[src/rtl/multicycle_ctrl_if.sv]
// Control/datapath bundle between the multicycle controller and its datapath.
// The slave modport is the controller side; master is the datapath/driver side.
interface multicycle_ctrl_if;
  logic [5:0] i_opcode;
  logic [5:0] i_funct;
  logic       i_zero;
  logic       o_pc_en;
  logic       o_iord;
  logic       o_mem_write;
  logic       o_ir_write;
  logic       o_reg_dst;
  logic       o_mem_to_reg;
  logic       o_reg_write;
  logic       o_alu_src_a;
  logic [1:0] o_alu_src_b;
  logic [1:0] o_pc_src;
  logic [3:0] o_alu_control;
  logic       o_illegal;
  logic [3:0] o_state;

  modport slave (
    input  i_opcode, i_funct, i_zero,
    output o_pc_en, o_iord, o_mem_write, o_ir_write, o_reg_dst, o_mem_to_reg,
           o_reg_write, o_alu_src_a, o_alu_src_b, o_pc_src, o_alu_control,
           o_illegal, o_state
  );

  modport master (
    output i_opcode, i_funct, i_zero,
    input  o_pc_en, o_iord, o_mem_write, o_ir_write, o_reg_dst, o_mem_to_reg,
           o_reg_write, o_alu_src_a, o_alu_src_b, o_pc_src, o_alu_control,
           o_illegal, o_state
  );
endinterface

[src/rtl/multicycle_ctrl.sv]
// Multicycle MIPS-style controller FSM (lw/sw/R-type/beq/j).
// Define MCTRL_ADDI_EN to add addi support through the ADDIEX/ADDIWB states.
module multicycle_ctrl (
  input  logic          i_clk,
  input  logic          i_rst,
  multicycle_ctrl_if.slave bus
);

  localparam logic [5:0] OP_RTYPE = 6'b000000;
  localparam logic [5:0] OP_LW    = 6'b100011;
  localparam logic [5:0] OP_SW    = 6'b101011;
  localparam logic [5:0] OP_BEQ   = 6'b000100;
  localparam logic [5:0] OP_J     = 6'b000010;
`ifdef MCTRL_ADDI_EN
  localparam logic [5:0] OP_ADDI  = 6'b001000;
`endif

  localparam logic [3:0] ALU_AND = 4'b0000;
  localparam logic [3:0] ALU_OR  = 4'b0001;
  localparam logic [3:0] ALU_ADD = 4'b0010;
  localparam logic [3:0] ALU_SUB = 4'b0110;
  localparam logic [3:0] ALU_SLT = 4'b0111;
  localparam logic [3:0] ALU_NOR = 4'b1100;

  typedef enum logic [3:0] {
    S_FETCH  = 4'd0,
    S_DECODE = 4'd1,
    S_MEMADR = 4'd2,
    S_MEMRD  = 4'd3,
    S_MEMWB  = 4'd4,
    S_MEMWR  = 4'd5,
    S_EXEC   = 4'd6,
    S_ALUWB  = 4'd7,
    S_BRANCH = 4'd8,
    S_JUMP   = 4'd9
`ifdef MCTRL_ADDI_EN
    , S_ADDIEX = 4'd10
    , S_ADDIWB = 4'd11
`endif
  } state_t;

  state_t state_q, state_d;

  logic       funct_ok;
  logic [3:0] funct_alu;
  state_t     decode_next;
  logic       decode_illegal;

  logic       pc_en, iord, mem_write, ir_write, reg_dst, mem_to_reg, reg_write;
  logic       alu_src_a, illegal;
  logic [1:0] alu_src_b, pc_src;
  logic [3:0] alu_control, state_out;

  // NOTE: every signal assigned in an always_comb gets a default first so no latch is inferred.
  always_comb begin
    funct_ok  = 1'b1;
    funct_alu = ALU_ADD;
    case (bus.i_funct)
      6'b100000: funct_alu = ALU_ADD;
      6'b100010: funct_alu = ALU_SUB;
      6'b100100: funct_alu = ALU_AND;
      6'b100101: funct_alu = ALU_OR;
      6'b100111: funct_alu = ALU_NOR;
      6'b101010: funct_alu = ALU_SLT;
      default:   funct_ok  = 1'b0;
    endcase
  end

  // Unsupported opcodes and R-type functs fall back to FETCH and flag illegal.
  always_comb begin
    decode_next    = S_FETCH;
    decode_illegal = 1'b0;
    case (bus.i_opcode)
      OP_LW, OP_SW: decode_next = S_MEMADR;
      OP_RTYPE: begin
        if (funct_ok) decode_next    = S_EXEC;
        else          decode_illegal = 1'b1;
      end
      OP_BEQ:  decode_next = S_BRANCH;
      OP_J:    decode_next = S_JUMP;
`ifdef MCTRL_ADDI_EN
      OP_ADDI: decode_next = S_ADDIEX;
`endif
      default: decode_illegal = 1'b1;
    endcase
  end

  // NOTE: sequential state uses non-blocking assignments so all flops update together.
  always_ff @(posedge i_clk or posedge i_rst) begin
    if (i_rst) state_q <= S_FETCH;
    else       state_q <= state_d;
  end

  always_comb begin
    state_d = S_FETCH;
    case (state_q)
      S_FETCH:  state_d = S_DECODE;
      S_DECODE: state_d = decode_next;
      S_MEMADR: state_d = (bus.i_opcode == OP_LW) ? S_MEMRD : S_MEMWR;
      S_MEMRD:  state_d = S_MEMWB;
      S_EXEC:   state_d = S_ALUWB;
`ifdef MCTRL_ADDI_EN
      S_ADDIEX: state_d = S_ADDIWB;
`endif
      default:  state_d = S_FETCH;
    endcase
  end

  // Reset overrides the FETCH decode so nothing is enabled while i_rst is high.
  always_comb begin
    pc_en       = 1'b0;
    iord        = 1'b0;
    mem_write   = 1'b0;
    ir_write    = 1'b0;
    reg_dst     = 1'b0;
    mem_to_reg  = 1'b0;
    reg_write   = 1'b0;
    alu_src_a   = 1'b0;
    alu_src_b   = 2'b00;
    pc_src      = 2'b00;
    alu_control = ALU_AND;
    illegal     = 1'b0;
    state_out   = 4'd0;
    if (!i_rst) begin
      state_out = state_q;
      case (state_q)
        S_FETCH: begin
          ir_write    = 1'b1;
          alu_src_b   = 2'b01;
          alu_control = ALU_ADD;
          pc_en       = 1'b1;
        end
        S_DECODE: begin
          alu_src_b   = 2'b11;
          alu_control = ALU_ADD;
          illegal     = decode_illegal;
        end
        S_MEMADR: begin
          alu_src_a   = 1'b1;
          alu_src_b   = 2'b10;
          alu_control = ALU_ADD;
        end
        S_MEMRD: iord = 1'b1;
        S_MEMWB: begin
          mem_to_reg = 1'b1;
          reg_write  = 1'b1;
        end
        S_MEMWR: begin
          iord      = 1'b1;
          mem_write = 1'b1;
        end
        S_EXEC: begin
          alu_src_a   = 1'b1;
          alu_control = funct_alu;
        end
        S_ALUWB: begin
          reg_dst   = 1'b1;
          reg_write = 1'b1;
        end
        S_BRANCH: begin
          alu_src_a   = 1'b1;
          alu_control = ALU_SUB;
          pc_src      = 2'b01;
          pc_en       = bus.i_zero;
        end
        S_JUMP: begin
          pc_src = 2'b10;
          pc_en  = 1'b1;
        end
`ifdef MCTRL_ADDI_EN
        S_ADDIEX: begin
          alu_src_a   = 1'b1;
          alu_src_b   = 2'b10;
          alu_control = ALU_ADD;
        end
        S_ADDIWB: reg_write = 1'b1;
`endif
        default: ;
      endcase
    end
  end

  assign bus.o_pc_en       = pc_en;
  assign bus.o_iord        = iord;
  assign bus.o_mem_write   = mem_write;
  assign bus.o_ir_write    = ir_write;
  assign bus.o_reg_dst     = reg_dst;
  assign bus.o_mem_to_reg  = mem_to_reg;
  assign bus.o_reg_write   = reg_write;
  assign bus.o_alu_src_a   = alu_src_a;
  assign bus.o_alu_src_b   = alu_src_b;
  assign bus.o_pc_src      = pc_src;
  assign bus.o_alu_control = alu_control;
  assign bus.o_illegal     = illegal;
  assign bus.o_state       = state_out;

endmodule

[src/flat_wrapper.sv]
// flat-port wrapper written by rule: the top's interface ports become plain ports
module multicycle_ctrl_flat 
  (i_clk, i_rst, bus_i_opcode, bus_i_funct, bus_i_zero, bus_o_pc_en, bus_o_iord, bus_o_mem_write, bus_o_ir_write, bus_o_reg_dst, bus_o_mem_to_reg, bus_o_reg_write, bus_o_alu_src_a, bus_o_alu_src_b, bus_o_pc_src, bus_o_alu_control, bus_o_illegal, bus_o_state);
  multicycle_ctrl_if bus_i ();
  input  logic i_clk;
  input  logic i_rst;
  input wire logic [$bits(bus_i.i_opcode)-1:0] bus_i_opcode;
  input wire logic [$bits(bus_i.i_funct)-1:0] bus_i_funct;
  input wire logic [$bits(bus_i.i_zero)-1:0] bus_i_zero;
  output wire logic [$bits(bus_i.o_pc_en)-1:0] bus_o_pc_en;
  output wire logic [$bits(bus_i.o_iord)-1:0] bus_o_iord;
  output wire logic [$bits(bus_i.o_mem_write)-1:0] bus_o_mem_write;
  output wire logic [$bits(bus_i.o_ir_write)-1:0] bus_o_ir_write;
  output wire logic [$bits(bus_i.o_reg_dst)-1:0] bus_o_reg_dst;
  output wire logic [$bits(bus_i.o_mem_to_reg)-1:0] bus_o_mem_to_reg;
  output wire logic [$bits(bus_i.o_reg_write)-1:0] bus_o_reg_write;
  output wire logic [$bits(bus_i.o_alu_src_a)-1:0] bus_o_alu_src_a;
  output wire logic [$bits(bus_i.o_alu_src_b)-1:0] bus_o_alu_src_b;
  output wire logic [$bits(bus_i.o_pc_src)-1:0] bus_o_pc_src;
  output wire logic [$bits(bus_i.o_alu_control)-1:0] bus_o_alu_control;
  output wire logic [$bits(bus_i.o_illegal)-1:0] bus_o_illegal;
  output wire logic [$bits(bus_i.o_state)-1:0] bus_o_state;
  assign bus_i.i_opcode = bus_i_opcode;
  assign bus_i.i_funct = bus_i_funct;
  assign bus_i.i_zero = bus_i_zero;
  assign bus_o_pc_en = bus_i.o_pc_en;
  assign bus_o_iord = bus_i.o_iord;
  assign bus_o_mem_write = bus_i.o_mem_write;
  assign bus_o_ir_write = bus_i.o_ir_write;
  assign bus_o_reg_dst = bus_i.o_reg_dst;
  assign bus_o_mem_to_reg = bus_i.o_mem_to_reg;
  assign bus_o_reg_write = bus_i.o_reg_write;
  assign bus_o_alu_src_a = bus_i.o_alu_src_a;
  assign bus_o_alu_src_b = bus_i.o_alu_src_b;
  assign bus_o_pc_src = bus_i.o_pc_src;
  assign bus_o_alu_control = bus_i.o_alu_control;
  assign bus_o_illegal = bus_i.o_illegal;
  assign bus_o_state = bus_i.o_state;
  multicycle_ctrl u_core (.i_clk(i_clk), .i_rst(i_rst), .bus(bus_i));
endmodule
[config.mk]
export PLATFORM = sky130hd
export DESIGN_NAME = multicycle_ctrl_flat
export DESIGN_NICKNAME = d
export VERILOG_FILES = /design/src/rtl/multicycle_ctrl_if.sv /design/src/rtl/multicycle_ctrl.sv /design/src/flat_wrapper.sv
export SDC_FILE = /design/constraint.sdc
export NUM_CORES = 1
export LEC_CHECK = 0
export ABC_AREA = 1
export BUFFER_PORTS_ARGS = -buffer_cell sky130_fd_sc_hd__buf_2
export CORE_MARGIN = 4
export CORE_UTILIZATION = 39
export CTS_BUF_LIST = sky130_fd_sc_hd__clkbuf_8
export DETAILED_ROUTE_END_ITERATION = 10
export GPL_TIMING_DRIVEN = 0
export PLACE_DENSITY = 0.76
export SLEW_MARGIN = 20
export SYNTH_ARGS = -nofsm -noshare
export SYNTH_HDL_FRONTEND = slang
export SYNTH_SLANG_ARGS = --single-unit
[constraint.sdc]
create_clock -name i_clk -period 1.3 [get_ports i_clk]
set_clock_uncertainty 0.2 [all_clocks]
set_input_delay 0.195 -clock i_clk [delete_from_list [all_inputs] [get_ports i_clk]]
set_output_delay 0.195 -clock i_clk [all_outputs]
set_load 0.03 [all_outputs]
==> impl_metrics.ini, run 1 <==
[floorplan]
ios = 36
dieHeight_um = 45.83
placementRows = 13
start_util = 0.4236
fp.dieW_um = 45.83

[placed_design]
dpl.hpwl_um = 1483
port_buffers = 35
gp_congestion = 0.7652

[cts]
root_buffer = clkbuf_8
clock_path_buffers = 2
numCtsBuffers = 3
clkSinkCount = 4
htree_levels = 1

[yosys]
avgSynthCellArea_um2 = 5.315
syn_nets = 120
synth_enable_flop_cells = 0
ys_ff_latch = 4
synth_ff_type = dfrtp_1
synth_cells = 105
syn-cell-area_um2 = 558.0
synth_cell_types = 20
yosys_warnings = 0
yosysSeqAreaShare = 0.1794
synthArstFlopShare = 1.000

[status]
firstError = [ERROR DPL-0038] Utilization greater than 100%, impossible to legalize
status = stopped before the end
stop_stage = global routing

[sta]
crit_endpoint = bus_o_alu_control[2]
worstEpCategory = top-level output

[global_routing]
grt_max_degree = 11
Yosys cell counts (2+ instances only):
cell / n / area share
nor2_1: 21 / 0.14
a21oi_1: 5 / 0.045
nand3_1: 9 / 0.081
nor2_2: 4 / 0.045
inv_2: 5 / 0.034
nand2_2: 2 / 0.022
nand3b_1: 3 / 0.040
inv_1: 16 / 0.11
nand4_1: 3 / 0.034
dfrtp_1: 4 / 0.18
o21ai_1: 2 / 0.018
nor3_1: 2 / 0.018
nand2_1: 22 / 0.15
stage by stage:
stage / cell area [um^2] / worst slack [ns] / cells / hold slack, ns / utilization
after floorplan: 710.7 / -0.3134 / 105 / -0.2064 / -
after global placement: 904.6 / -0.4908 / 155 / -0.03491 / 0.6866
after detailed placement: 904.6 / -0.5201 / 155 / -0.03368 / 0.6866
after CTS: 1215 / -0.5404 / 171 / 0.1211 / 0.9221
repair_timing:
item	CTS
hold endpoints to repair	4
hold buffers	1
resized for setup	47
setup endpoints to repair	24
pin swaps	10
buffers inserted	11
logic make-up after synthesis:
logic type | after synthesis | synth area share
and+or+nand+nor | 68 | 0.5605
buffers and inverters | 22 | 0.1480
AOI/OAI and AO/OA | 11 | 0.1121
DFF | 4 | 0.1794
==> inputs of run 2 (changes only) <==
- CORE_AREA: unset -> 4 4 65 67
- CORE_MARGIN: 4 -> unset
- CORE_UTILIZATION: 39 -> unset
- CTS_BUF_LIST: sky130_fd_sc_hd__clkbuf_8 -> unset
- DIE_AREA: unset -> 0 0 69 71
- PLACE_DENSITY: 0.76 -> unset
- PLACE_DENSITY_LB_ADDON: unset -> 0.15
- clock period: 1.3 -> 1.69 ns (I/O delays scaled with it)
==> impl_metrics.ini, run 2 <==
[yosys]
synth_cells = 105
yosysSeqAreaShare = 0.1794
netlist_top_cells_count = nand2_1, nor2_1, inv_1, nand3_1
synthArstFlopShare = 1.000
netlist.area_leader.share = 0.1794
syn_nets = 120
avgSynthCellArea_um2 = 5.315
synthTopCellsByArea = dfrtp_1, nand2_1, nor2_1
synth_cell_types = 20
ys_ff_latch = 4
yosys_warnings = 0
synth_enable_flop_cells = 0
yosysTopAreaCell = dfrtp_1
synth_most_common_cell = nand2_1
syn-cell-area_um2 = 558.0
synth_ff_type = dfrtp_1

[worst_setup_path]
crit_slowest_cell = dfrtp_2
crit_cells = 6
reg2regPathDepth = 5
cp-end-kind = primary output
cp_cell_sequence = inv_4 > nor2_4 > buf_6 > nand3_4 > a31oi_2 > buf_6
critPathArrivalTime_ns = 1.40
crit_type = register to primary output
path_buf_inv = 3
startpoint_type = register
cp_common_cell = buf_6
required_ns = 1.24
critical_path.max_stage_delay_ns = 0.42
path_delay_family = flip-flops
path_max_fanout = 4

[layout]
antenna_cells = 0
mostFrequentLayoutCells = nand2_1, buf_6, buf_2
area_delta_synth_final_pct = 123.8
drive_above_1_share = 0.5833
fin_nets = 173
top_register = u_core.state_q
largest_reg_flops = 4
fin_cells = 204
reg_top3 = u_core.state_q: 4 flops

[route]
final_antenna_net_count = 0
drc = 0
avgRoutedWirePerCell_um = 10.50
via_count = 837
drt_iter0_markers = 17
drt_first_pass_iters = 4
drt_wl_total_um = 2141
vias_per_cell = 4.103

[cts]
htree_levels = 1
clkSinkCount = 4
cts_tree = yes
path_clk_slew_ns = 0.03
numCtsBuffers = 3
root_buffer = clkbuf_8
clock_path_buffers = 2
insertion_delay_ns = 0.21

[placed_design]
dp.cells = 188
port_buffers = 35
gp_congestion = 0.7194
dpl.hpwl_um = 1594

[floorplan]
fp.dieW_um = 69
coreArea_mm2 = 0.003633
dieHeight_um = 71
placementRows = 22
ios = 36
start_util = 0.1536
die_area_mm2 = 0.004899

[global_routing]
grt-ovfl-total = 0
grt_pass1_vias = 815
track_usage = 0.08746
grt_max_degree = 11
grt_pass1_wl_um = 3567
antenna_found_initial = 0

[sta]
fin_crit_sh = 1.097
hold_viol = 0
setup_viol = 15
rsz0062_at_grt = yes
max_freq_ghz = 0.5395
slew_viol_final = 0
tightest_slew_ns = 0.3580
hold-worst-slack_ns = 0.1725
finalWorstSetupSlack_ns = -0.1634
slew_headroom = 0.7613
finalCriticalPeriod_ns = 1.853

[min_path]
worstHoldPathType = input pin to register
hold_path_depth = 3

[status]
status = finished with violations
violations = negative setup slack

[power_and_ir_drop]
vdd_drop_max_mv = 0.2540
power_density_mw_per_mm2 = 838.2
leakage_nw = 0.6399

[run]
drv_cap = 0
## run 2: what timing repair did
| item | 4_1_cts | 5_1_grt |
|---|---|---|
| pin swaps | 6 | 6 |
| hold buffers | 1 | 0 |
| hold endpoints to repair | 4 | 0 |
| gates resized for setup | 53 | 29 |
| setup buffers | 9 | 3 |
| endpoints found under the setup margin | 16 | 20 |
## run 2: per-layer routing
layer,GRT usage,share of wire,up-vias
li1,-,-,439
met1,0.1010,0.43,360
met2,0.1525,0.49,34
met3,0.02983,0.078,4
met4,0.02603,0.0075,0
met5,0,0,-
## run 2: power by group
group          internal, mW  total [mW]  switching, mW
registers             0.114       0.144         0.0306
clock network         0.151       0.196         0.0445
logic                 0.298       0.706          0.408
total                 0.563        1.05          0.483
## run 2: stage by stage
step	setup WS [ns]	util	total power [mW]	area, um^2	TNS, ns
2_1_floorplan	-0.04179	-	0.4158	586.8	-0.07869
3_3_place_gp	-0.08942	0.2262	0.5302	822.0	-0.3522
3_5_place_dp	-0.08820	0.2262	0.5330	822.0	-0.2974
4_1_cts	-0.1493	0.3120	0.9305	1134	-1.543
5_1_grt	-0.2193	0.3437	1.115	1249	-2.371
6_report	-0.1634	0.3437	1.047	1249	-1.105
## run 2: cell type report
type | count | area [um^2]
Buffer | 1 | 5.005
Timing Repair Buffer | 48 | 402.9
Fill cell | 409 | 2385
Sequential cell | 4 | 103.9
Clock buffer | 3 | 41.29
Inverter | 21 | 83.83
Tap cell | 48 | 60.06
Multi-Input combinational cell | 79 | 551.8
## run 2: final timing paths
| path | from | endpoint | slack (ns) |
|---|---|---|---|
| setup reg to reg | u_core.state_q[1]$_DFF_PP0_ | u_core.state_q[2]$_DFF_PP0_ | 0.32 |
| min in group asynchronous | i_rst | u_core.state_q[2]$_DFF_PP0_ | 0.48 |
| hold / removal | bus_i_opcode[2] | u_core.state_q[3]$_DFF_PP0_ | 0.17 |
| hold reg to reg | u_core.state_q[3]$_DFF_PP0_ | u_core.state_q[3]$_DFF_PP0_ | 0.48 |
| max in group asynchronous | i_rst | u_core.state_q[1]$_DFF_PP0_ | 0.62 |
| setup / recovery | u_core.state_q[0]$_DFF_PP0_ | bus_o_pc_en | -0.16 |
## run 2: tightest hold or removal path, delay by kind of cell
family / cells / cell delay (ns)
buffers and inverters: 1 / 0.11
and+or+nand+nor: 1 / 0.11
AOI/OAI and AO/OA: 1 / 0.07
## run 2: kinds of logic (layout without fill, tap and decap cells)
group / Yosys count / count (layout) / share of synthesized area
compound gates: 11 / 11 / 0.1121
buf+inv: 22 / 73 / 0.1480
flops: 4 / 4 / 0.1794
simple gates: 68 / 68 / 0.5605
Note: power is estimated with default switching activity, not from simulation.
